File: src/rtl/branch_resolve_ctrl.sv
// In-order branch queue between DECODE and EXEC: trains the predictor on resolution
// and, on a mispredict, redirects fetch and holds flush for FLUSH_CYCLES cycles.
module branch_resolve_ctrl #(
    parameter int ADDR_W       = 32,
    parameter int DEPTH        = 4,
    parameter int FLUSH_CYCLES = 2
) (
    input  logic                       clk,
    input  logic                       rst,
    input  logic                       d_valid,
    input  logic                       d_is_branch,
    input  logic [ADDR_W-1:0]          d_pc,
    input  logic [ADDR_W-1:0]          d_target_addr,
    input  logic                       d_pred_taken,
    input  logic                       x_br_valid,
    input  logic                       x_br_taken,
    output logic                       q_full,
    output logic [$clog2(DEPTH+1)-1:0] q_count,
    output logic                       bp_upd_valid,
    output logic [ADDR_W-1:0]          bp_upd_pc,
    output logic [ADDR_W-1:0]          bp_upd_target,
    output logic                       bp_upd_taken,
    output logic                       redirect_valid,
    output logic [ADDR_W-1:0]          redirect_pc,
    output logic                       flush,
    output logic                       err_overflow,
    output logic                       err_underflow
);
    localparam int CW  = $clog2(DEPTH + 1);
    localparam int PW  = $clog2(DEPTH);
    localparam int FCW = (FLUSH_CYCLES > 1) ? $clog2(FLUSH_CYCLES) : 1;

    localparam logic ST_RUN   = 1'b0;
    localparam logic ST_FLUSH = 1'b1;

    logic              state_q, state_d;
    logic [FCW-1:0]    flush_cnt_q, flush_cnt_d;
    logic [PW-1:0]     rd_ptr_q, rd_ptr_d, wr_ptr_q, wr_ptr_d;
    logic [CW-1:0]     count_q, count_d;
    logic              upd_valid_q, upd_valid_d, upd_taken_q, upd_taken_d;
    logic [ADDR_W-1:0] upd_pc_q, upd_pc_d, upd_target_q, upd_target_d;
    logic              redir_valid_q, redir_valid_d;
    logic [ADDR_W-1:0] redir_pc_q, redir_pc_d;
    logic              flush_q, flush_d;
    logic              err_ov_q, err_ov_d, err_un_q, err_un_d;

    logic [ADDR_W-1:0] ent_pc_q     [DEPTH];
    logic [ADDR_W-1:0] ent_target_q [DEPTH];
    logic              ent_pred_q   [DEPTH];

    logic              enq, pop, mispredict, enq_ok;
    logic [ADDR_W-1:0] head_pc, head_target;
    logic              head_pred;

    assign head_pc     = ent_pc_q[rd_ptr_q];
    assign head_target = ent_target_q[rd_ptr_q];
    assign head_pred   = ent_pred_q[rd_ptr_q];

    assign enq        = d_valid & d_is_branch;
    assign pop        = (state_q == ST_RUN) & x_br_valid & (count_q != '0);
    assign mispredict = pop & (head_pred != x_br_taken);

    assign q_full = (count_q == CW'(DEPTH));

    always_comb begin
        // NOTE: every *_d gets a default first so no path through the case infers a latch.
        state_d       = state_q;
        flush_cnt_d   = flush_cnt_q;
        rd_ptr_d      = rd_ptr_q;
        wr_ptr_d      = wr_ptr_q;
        count_d       = count_q;
        upd_valid_d   = 1'b0;
        upd_pc_d      = upd_pc_q;
        upd_target_d  = upd_target_q;
        upd_taken_d   = upd_taken_q;
        redir_valid_d = 1'b0;
        redir_pc_d    = redir_pc_q;
        flush_d       = flush_q;
        err_ov_d      = err_ov_q;
        err_un_d      = err_un_q;
        enq_ok        = 1'b0;

        case (state_q)
            ST_RUN: begin
                if (enq && q_full)
                    err_ov_d = 1'b1;
                if (x_br_valid && count_q == '0)
                    err_un_d = 1'b1;
                if (pop) begin
                    upd_valid_d  = 1'b1;
                    upd_pc_d     = head_pc;
                    upd_target_d = head_target;
                    upd_taken_d  = x_br_taken;
                end
                if (mispredict) begin
                    // Everything still queued is younger than the bad branch: discard it.
                    count_d       = '0;
                    rd_ptr_d      = wr_ptr_q;
                    state_d       = ST_FLUSH;
                    flush_d       = 1'b1;
                    flush_cnt_d   = FCW'(FLUSH_CYCLES - 1);
                    redir_valid_d = 1'b1;
                    redir_pc_d    = x_br_taken ? head_target : head_pc + ADDR_W'(4);
                end else begin
                    enq_ok = enq & ~q_full;
                    if (enq_ok)
                        wr_ptr_d = wr_ptr_q + PW'(1);
                    if (pop)
                        rd_ptr_d = rd_ptr_q + PW'(1);
                    count_d = count_q + CW'(enq_ok) - CW'(pop);
                end
            end
            ST_FLUSH: begin
                if (flush_cnt_q == '0) begin
                    state_d = ST_RUN;
                    flush_d = 1'b0;
                end else begin
                    flush_cnt_d = flush_cnt_q - FCW'(1);
                end
            end
            default: state_d = ST_RUN;
        endcase
    end

    // NOTE: queue storage has no reset; an entry is only read after it has been written.
    always_ff @(posedge clk) begin
        if (enq_ok) begin
            ent_pc_q[wr_ptr_q]     <= d_pc;
            ent_target_q[wr_ptr_q] <= d_target_addr;
            ent_pred_q[wr_ptr_q]   <= d_pred_taken;
        end
    end

    // NOTE: state uses non-blocking assignments so every flop samples pre-edge values.
    always_ff @(posedge clk or posedge rst) begin
        if (rst) begin
            state_q       <= ST_RUN;
            flush_cnt_q   <= '0;
            rd_ptr_q      <= '0;
            wr_ptr_q      <= '0;
            count_q       <= '0;
            upd_valid_q   <= 1'b0;
            upd_pc_q      <= '0;
            upd_target_q  <= '0;
            upd_taken_q   <= 1'b0;
            redir_valid_q <= 1'b0;
            redir_pc_q    <= '0;
            flush_q       <= 1'b0;
            err_ov_q      <= 1'b0;
            err_un_q      <= 1'b0;
        end else begin
            state_q       <= state_d;
            flush_cnt_q   <= flush_cnt_d;
            rd_ptr_q      <= rd_ptr_d;
            wr_ptr_q      <= wr_ptr_d;
            count_q       <= count_d;
            upd_valid_q   <= upd_valid_d;
            upd_pc_q      <= upd_pc_d;
            upd_target_q  <= upd_target_d;
            upd_taken_q   <= upd_taken_d;
            redir_valid_q <= redir_valid_d;
            redir_pc_q    <= redir_pc_d;
            flush_q       <= flush_d;
            err_ov_q      <= err_ov_d;
            err_un_q      <= err_un_d;
        end
    end

    assign q_count        = count_q;
    assign bp_upd_valid   = upd_valid_q;
    assign bp_upd_pc      = upd_pc_q;
    assign bp_upd_target  = upd_target_q;
    assign bp_upd_taken   = upd_taken_q;
    assign redirect_valid = redir_valid_q;
    assign redirect_pc    = redir_pc_q;
    assign flush          = flush_q;
    assign err_overflow   = err_ov_q;
    assign err_underflow  = err_un_q;
endmodule

File: config.mk
export PLATFORM = sky130hd
export DESIGN_NAME = branch_resolve_ctrl
export DESIGN_NICKNAME = d
export VERILOG_FILES = /design/src/rtl/branch_resolve_ctrl.sv
export SDC_FILE = /design/constraint.sdc
export NUM_CORES = 1
export LEC_CHECK = 0
export BUFFER_PORTS_ARGS = -buffer_cell sky130_fd_sc_hd__buf_2
export CORE_AREA = 2 2 167 169
export CTS_CLUSTER_DIAMETER = 150
export CTS_CLUSTER_SIZE = 16
export DETAILED_ROUTE_END_ITERATION = 7
export DIE_AREA = 0 0 169 171
export PLACE_DENSITY = 0.84
export SYNTH_ARGS = -nofsm -noshare
export SYNTH_HDL_FRONTEND = slang
export SYNTH_SLANG_ARGS = --single-unit
export TNS_END_PERCENT = 20
File: constraint.sdc
create_clock -name clk -period 4.7 [get_ports clk]
set_input_delay 0.47 -clock clk [delete_from_list [all_inputs] [get_ports clk]]
set_output_delay 0.47 -clock clk [all_outputs]
set_load 0.02 [all_outputs]
* Yosys cells after proc, flatten, opt, wreduce, memory -nomap -nowiden *
Memories as Yosys holds them, arrays and structs flattened.
Cells that the tools add are included.

cells by class
  mux-type cells = 19
  equality and inequality tests = 4
  $add $sub $neg = 6
  reductions and logical operators = 12
  bitwise gates (word level) = 8

operator list
  operator                                        number
  adder 32 x 3 -> 32 bit (second input constant)  1
  two-way mux 32 bit                              1
  two-way mux 1 bit                               12
  AND reduction 2 bit                             6
  case mux 1 bit (2 select lines)                 3
  AND 1 bit                                       5
  adder 2 x 1 -> 2 bit (second input constant)    2
  two-way mux 2 bit                               2
  inequality test 2 bit (second input constant)   2
  adder 3 x 1 -> 3 bit                            1
  equality test 3 bit (second input constant)     1
  zero test 3 bit                                 1
  two-way mux 3 bit                               1
  NOT 1 bit                                       3
  AND reduction 3 bit                             1
  nonzero test 3 bit                              1
  subtractor 3 x 1 -> 3 bit                       1
  logical AND 1 bit                               2
  nonzero test 2 bit                              1
  inequality test 1 bit                           1
  subtractor 1 bit (second input constant)        1

word-level totals
  memories kept = 3
  flip-flop bits (word level) = 111
  output and inout bits = 106
  memory bits (writable) = 260

memory list
  name          depth  width  read ports  clocked after memory_dff  wr ports  line  text
  ent_pc_q      4      32     1           0                         1         47    logic [ADDR_W-1:0] ent_pc_q [DEPTH];
  ent_target_q  4      32     1           0                         1         48    logic [ADDR_W-1:0] ent_target_q [DEPTH];
  ent_pred_q    4      1      1           0                         1         49    logic ent_pred_q [DEPTH];

* Longest topological paths before layout *
  depth after elaboration = 8
  mapped depth = 13
  gate-level depth less buffers = 11

* Worst setup path before layout *
Ideal clock, no wire load.

  path kind = reg-to-reg
  start point = register rd_ptr_q[0]
  end point = memory ent_pc_q[0][0] (enable)
  stages on the path, launching flop included = 10
  path buffers = 3
  data arrival time = 3637 ps
  path slack = 634 ps
  data required time = 4270 ps
  path through = dfrtp_1 buf_6 buf_12 buf_12 mux4_2 xnor2_4 nand2_4 clkinv_2 nor3_2 and2_1

on the way
  word-level cells in the longest chain between the ends = 7

RTL lines
  element                                  line  text
  start: declaration                       38    logic [PW-1:0] rd_ptr_q, rd_ptr_d, wr_ptr_q, wr_ptr_d;
  start signal: assignment                 154   rd_ptr_q <= rd_ptr_d;
  memory read (4 x 1 bit)                  n/a
  inequality test 1 bit                    61    assign mispredict = pop & (head_pred != x_br_taken);
  AND 1 bit                                61
  two-way mux 1 bit                        95    if (mispredict) begin
  two-way mux 1 bit                        83    case (state_q)
  two-way mux 1 bit                        127   if (enq_ok) begin
  two-way mux 1 bit (not written as such)  128   ent_pc_q[wr_ptr_q] <= d_pc;
  end: declaration                         47

Every way passes these cells.

* Worst setup path after layout *
  start point = register rd_ptr_q[0]
  end point = memory ent_pc_q[2][11] (enable)

The elaborated chain is that of the path after synthesis.

==> results.py <==
metrics = {
    "setup_path": {
        "startpoint_type": "flip-flop",
        "cpMaxStageDelayCell": "and2_4",
        "crit_path_max_incr_delay_ps": 870,
        "timing.rr.start": "rd_ptr_q[0]",
        "path_cells": "mux4_2 -> xnor2_4 -> nand2_4 -> clkinv_2 -> nor3_2 -> and2_4",
        "r2r-end": "ent_pc_q[2][11]",
        "critical_path_required_ps": 4860,
        "cp-end-kind": "flip-flop",
        "crit_fanout": 65,
        "arrival_ps": 3800,
        "criticalPathCategory": "reg2reg",
        "rr_worst_depth": 6,
        "reg2reg_setup_slack_ps": 1060,
    },
    "timing": {
        "setup_violations": 0,
        "max_freq_mhz": 275,
        "skew_ps": 18.6,
        "rsz0062_at_grt": "false",
        "finalMaxSlewViolations": 0,
        "hold_viol": 0,
        "relSlewSlack": 0.287,
        "finalCritPeriodShare": 0.774,
        "worst_pin_slew_ps": 1070,
        "period_minus_slack_ps": 3640,
        "setup_tns_ps": 0,
    },
    "power": {
        "switching_share": 0.370,
        "pwr-share-comb": 0.355,
        "p_per_area_nw_per_um2": 631,
        "clkPwrFrac": 0.203,
        "p_int_uw": 6640,
        "power_frac_seq": 0.441,
        "power_switching_uw": 3900,
        "ir_worst_vdd_mv": 0.411,
        "p_leak_uw": 0.00654,
    },
    "global_routing": {
        "overflow": 0,
        "grt_use_total": 0.233,
        "antenna_found_initial": 3,
        "grt_max_degree": 83,
        "grt_pass1_vias": 8631,
        "grt_pass1_wl_um": 50600,
    },
    "die": {
        "die_x_um": 169,
        "die_area_um2": 28900,
        "rows": 61,
        "core-area_um2": 27300,
        "ioPinCount": 177,
        "start_util": 0.538,
        "die_y_um": 171,
    },
    "synthesis": {
        "synth_area_um2": 14700,
        "synth_seq_cells": 371,
        "syn_nets": 1006,
        "avgSynthCellArea_um2": 15.9,
        "synth-main-ff-cell": "edfxtp_1",
        "synth-edff-count": 260,
        "ys_types": 56,
        "async_flop_share": 0.299,
        "ys_seq_area_frac": 0.720,
        "netlist_instances": 927,
        "synth.yosys.warnings": 0,
    },
    "clocking": {
        "clock_path_buffers": 3,
        "cts_tree": "done",
        "cts_max_level": 1,
        "cts_hold_buf": 0,
        "cts-root-buf": "clkbuf_16",
        "clkLatencyLatePin_ps": 550,
        "clkSlewWorstSetupHoldPaths_ps": 70,
        "post_cts.repair.setup_buffers": 0,
        "ctsResizeCount": 0,
        "clock_sinks": 371,
        "cts_made_buffers": 27,
    },
    "route": {
        "viasPerCell": 5.95,
        "wl_per_cell_um": 23.0,
        "antenna_left": 0,
        "firstDrtPassIters": 5,
        "wirelength_um": 33800,
        "vias": 8725,
        "drc": 0,
        "drt_iter0_drc": 1077,
    },
    "hold_path": {
        "holdPathStages": 1,
        "hp-class": "in2reg",
        "worstHoldStart": "d_target_addr[20]",
        "min_to": "ent_target_q[0][20]",
    },
    "layout": {
        "utilization": 0.611,
        "drive_gt1_frac": 0.253,
        "syn_to_final_growth_pct": 13.6,
        "nets": 1179,
        "fillCellCount": 1982,
    },
    "flow_run": {
        "cap_violations": 0,
    },
    "placement": {
        "dp_hpwl_um": 21900,
        "place.gp.congestion": 0.863,
        "io_buffers": 176,
    },
    "outcome": {
        "status": "finished, final reports clean",
    },
}
-- worst max path at each step --
stage | from | end | slack, ps | cells past startpoint
3_3_place_gp | rd_ptr_q[0] | ent_pc_q[2][25] | 1140 | 6
3_5_place_dp | rd_ptr_q[0] | ent_pc_q[2][26] | 1030 | 6
4_1_cts | rd_ptr_q[0] | ent_pc_q[2][14] | 1020 | 6
2_1_floorplan | rd_ptr_q[0] | ent_pc_q[0][0] | 630 | 9
6_report | rd_ptr_q[0] | ent_pc_q[2][11] | 1060 | 6
5_1_grt | rd_ptr_q[0] | ent_pc_q[2][30] | 830 | 6
-- state kept, by name (all words and copies together), names as in the netlist, 3 cells and up --
signal	cells
ent_pc_q	128
ent_target_q	128
bp_upd_pc	32
bp_upd_target	32
redirect_pc	32
ent_pred_q	4
q_count	3
-- metrics by stage --
| stage | total power, uW | instance area, um^2 | worst slack, ps | hold slack (ps) | std cells |
|---|---|---|---|---|---|
| detailed placement | 8420 | 15900 | 1030 | 453 | 1417 |
| global route | 11000 | 16700 | 826 | 129 | 1466 |
| floorplan | 7190 | 14700 | 634 | 489 | 927 |
| global placement | 8300 | 15900 | 1140 | 442 | 1417 |
| finish | 10500 | 16700 | 1060 | 132 | 1467 |
| CTS | 10600 | 16700 | 1020 | 119 | 1466 |
-- layout make-up --
cell class / count / area (um^2) / share of cell area
antenna: 1 / 2.50 / 0.000150
multi-input combinational: 498 / 3850 / 0.230
inverter: 13 / 52.6 / 0.00315
timing repair buffer: 189 / 1000 / 0.0601
tap: 346 / 433 / 0.0259
sequential: 371 / 10600 / 0.634
clock buffer: 47 / 751 / 0.0449
clock inverter: 2 / 25.0 / 0.00150
-- critical path, delay by kind of cell, from the launching register on --
| kind | cells | cell delay (ps) |
|---|---|---|
| XOR/XNOR | 1 | 190 |
| buffers and inverters | 1 | 60 |
| flip-flops | 1 | 850 |
| multiplexers | 1 | 710 |
| AND/OR/NAND/NOR | 3 | 1380 |
-- cell usage after synthesis (all sizes together), types with 2 or more instances --
cell type  count  area share
buf           21       0.011
a31o           4      0.0024
o21ai         35       0.012
o31ai          2      0.0010
o22ai         10      0.0047
nand3         13      0.0044
nor4           7      0.0030
nand2        225       0.058
a21oi         24      0.0082
dfrtp        111        0.19
ha             7      0.0060
xnor2         19       0.013
and2           8      0.0034
nor4b          2      0.0012
and3          11      0.0047
xor2           9      0.0054
nand4          8      0.0053
a22oi          2      0.0010
edfxtp       260        0.53
nor2          21      0.0054
and4           3      0.0018
clkbuf        24      0.0061
inv           12      0.0031
mux4          65        0.11
nor3           4      0.0017
o311ai         2      0.0012
mux2i          7      0.0048
-- metal layers --
| metal | GRT usage | share of wire | vias to the layer above | wire, um |
|---|---|---|---|---|
| met1 | 0.324 | 0.40 | 4357 | 13600 |
| met2 | 0.374 | 0.47 | 481 | 16000 |
| li1 | - | - | 3800 | - |
| met3 | 0.0442 | 0.087 | 83 | 2930 |
| met5 | 0 | 0.00089 | - | 30 |
| met4 | 0.0832 | 0.037 | 4 | 1240 |
-- power by group through the flow --
stage / logic, uW / registers (uW) / clock network, uW
6_report: 3740 / 4650 / 2140
5_1_grt: 4040 / 4720 / 2290
4_1_cts: 3740 / 4650 / 2170
3_5_place_dp: 3710 / 4710 / 0
3_3_place_gp: 3610 / 4680 / 0
2_1_floorplan: 2130 / 5050 / 0
-- kinds of logic (layout without fill, tap and decap cells) --
logic type      count (synthesis)  in the layout  synth area share
mux                            72             72             0.110
xor+xnor                       28             28            0.0180
buf+inv                        58            251            0.0202
other cells                     0              1                 0
fa+ha+maj                       8              8           0.00732
flops                         371            371             0.720
compound gates                 83             83            0.0332
simple gates                  307            307            0.0914
-- placed cells by master (no fill, tap or decap), types with 18 or more instances in the layout --
master | Yosys | routed
buf_2 | 10 | 176
mux4_2 | 42 | 42
nand2_1 | 222 | 222
clkbuf_16 | 0 | 27
dfrtp_1 | 111 | 109
mux4_1 | 23 | 23
edfxtp_1 | 260 | 260
o21ai_0 | 32 | 32
nor2_1 | 21 | 21
xnor2_1 | 18 | 18
clkbuf_1 | 24 | 20
a21oi_1 | 24 | 24
Power figures use the tool's default switching activity.
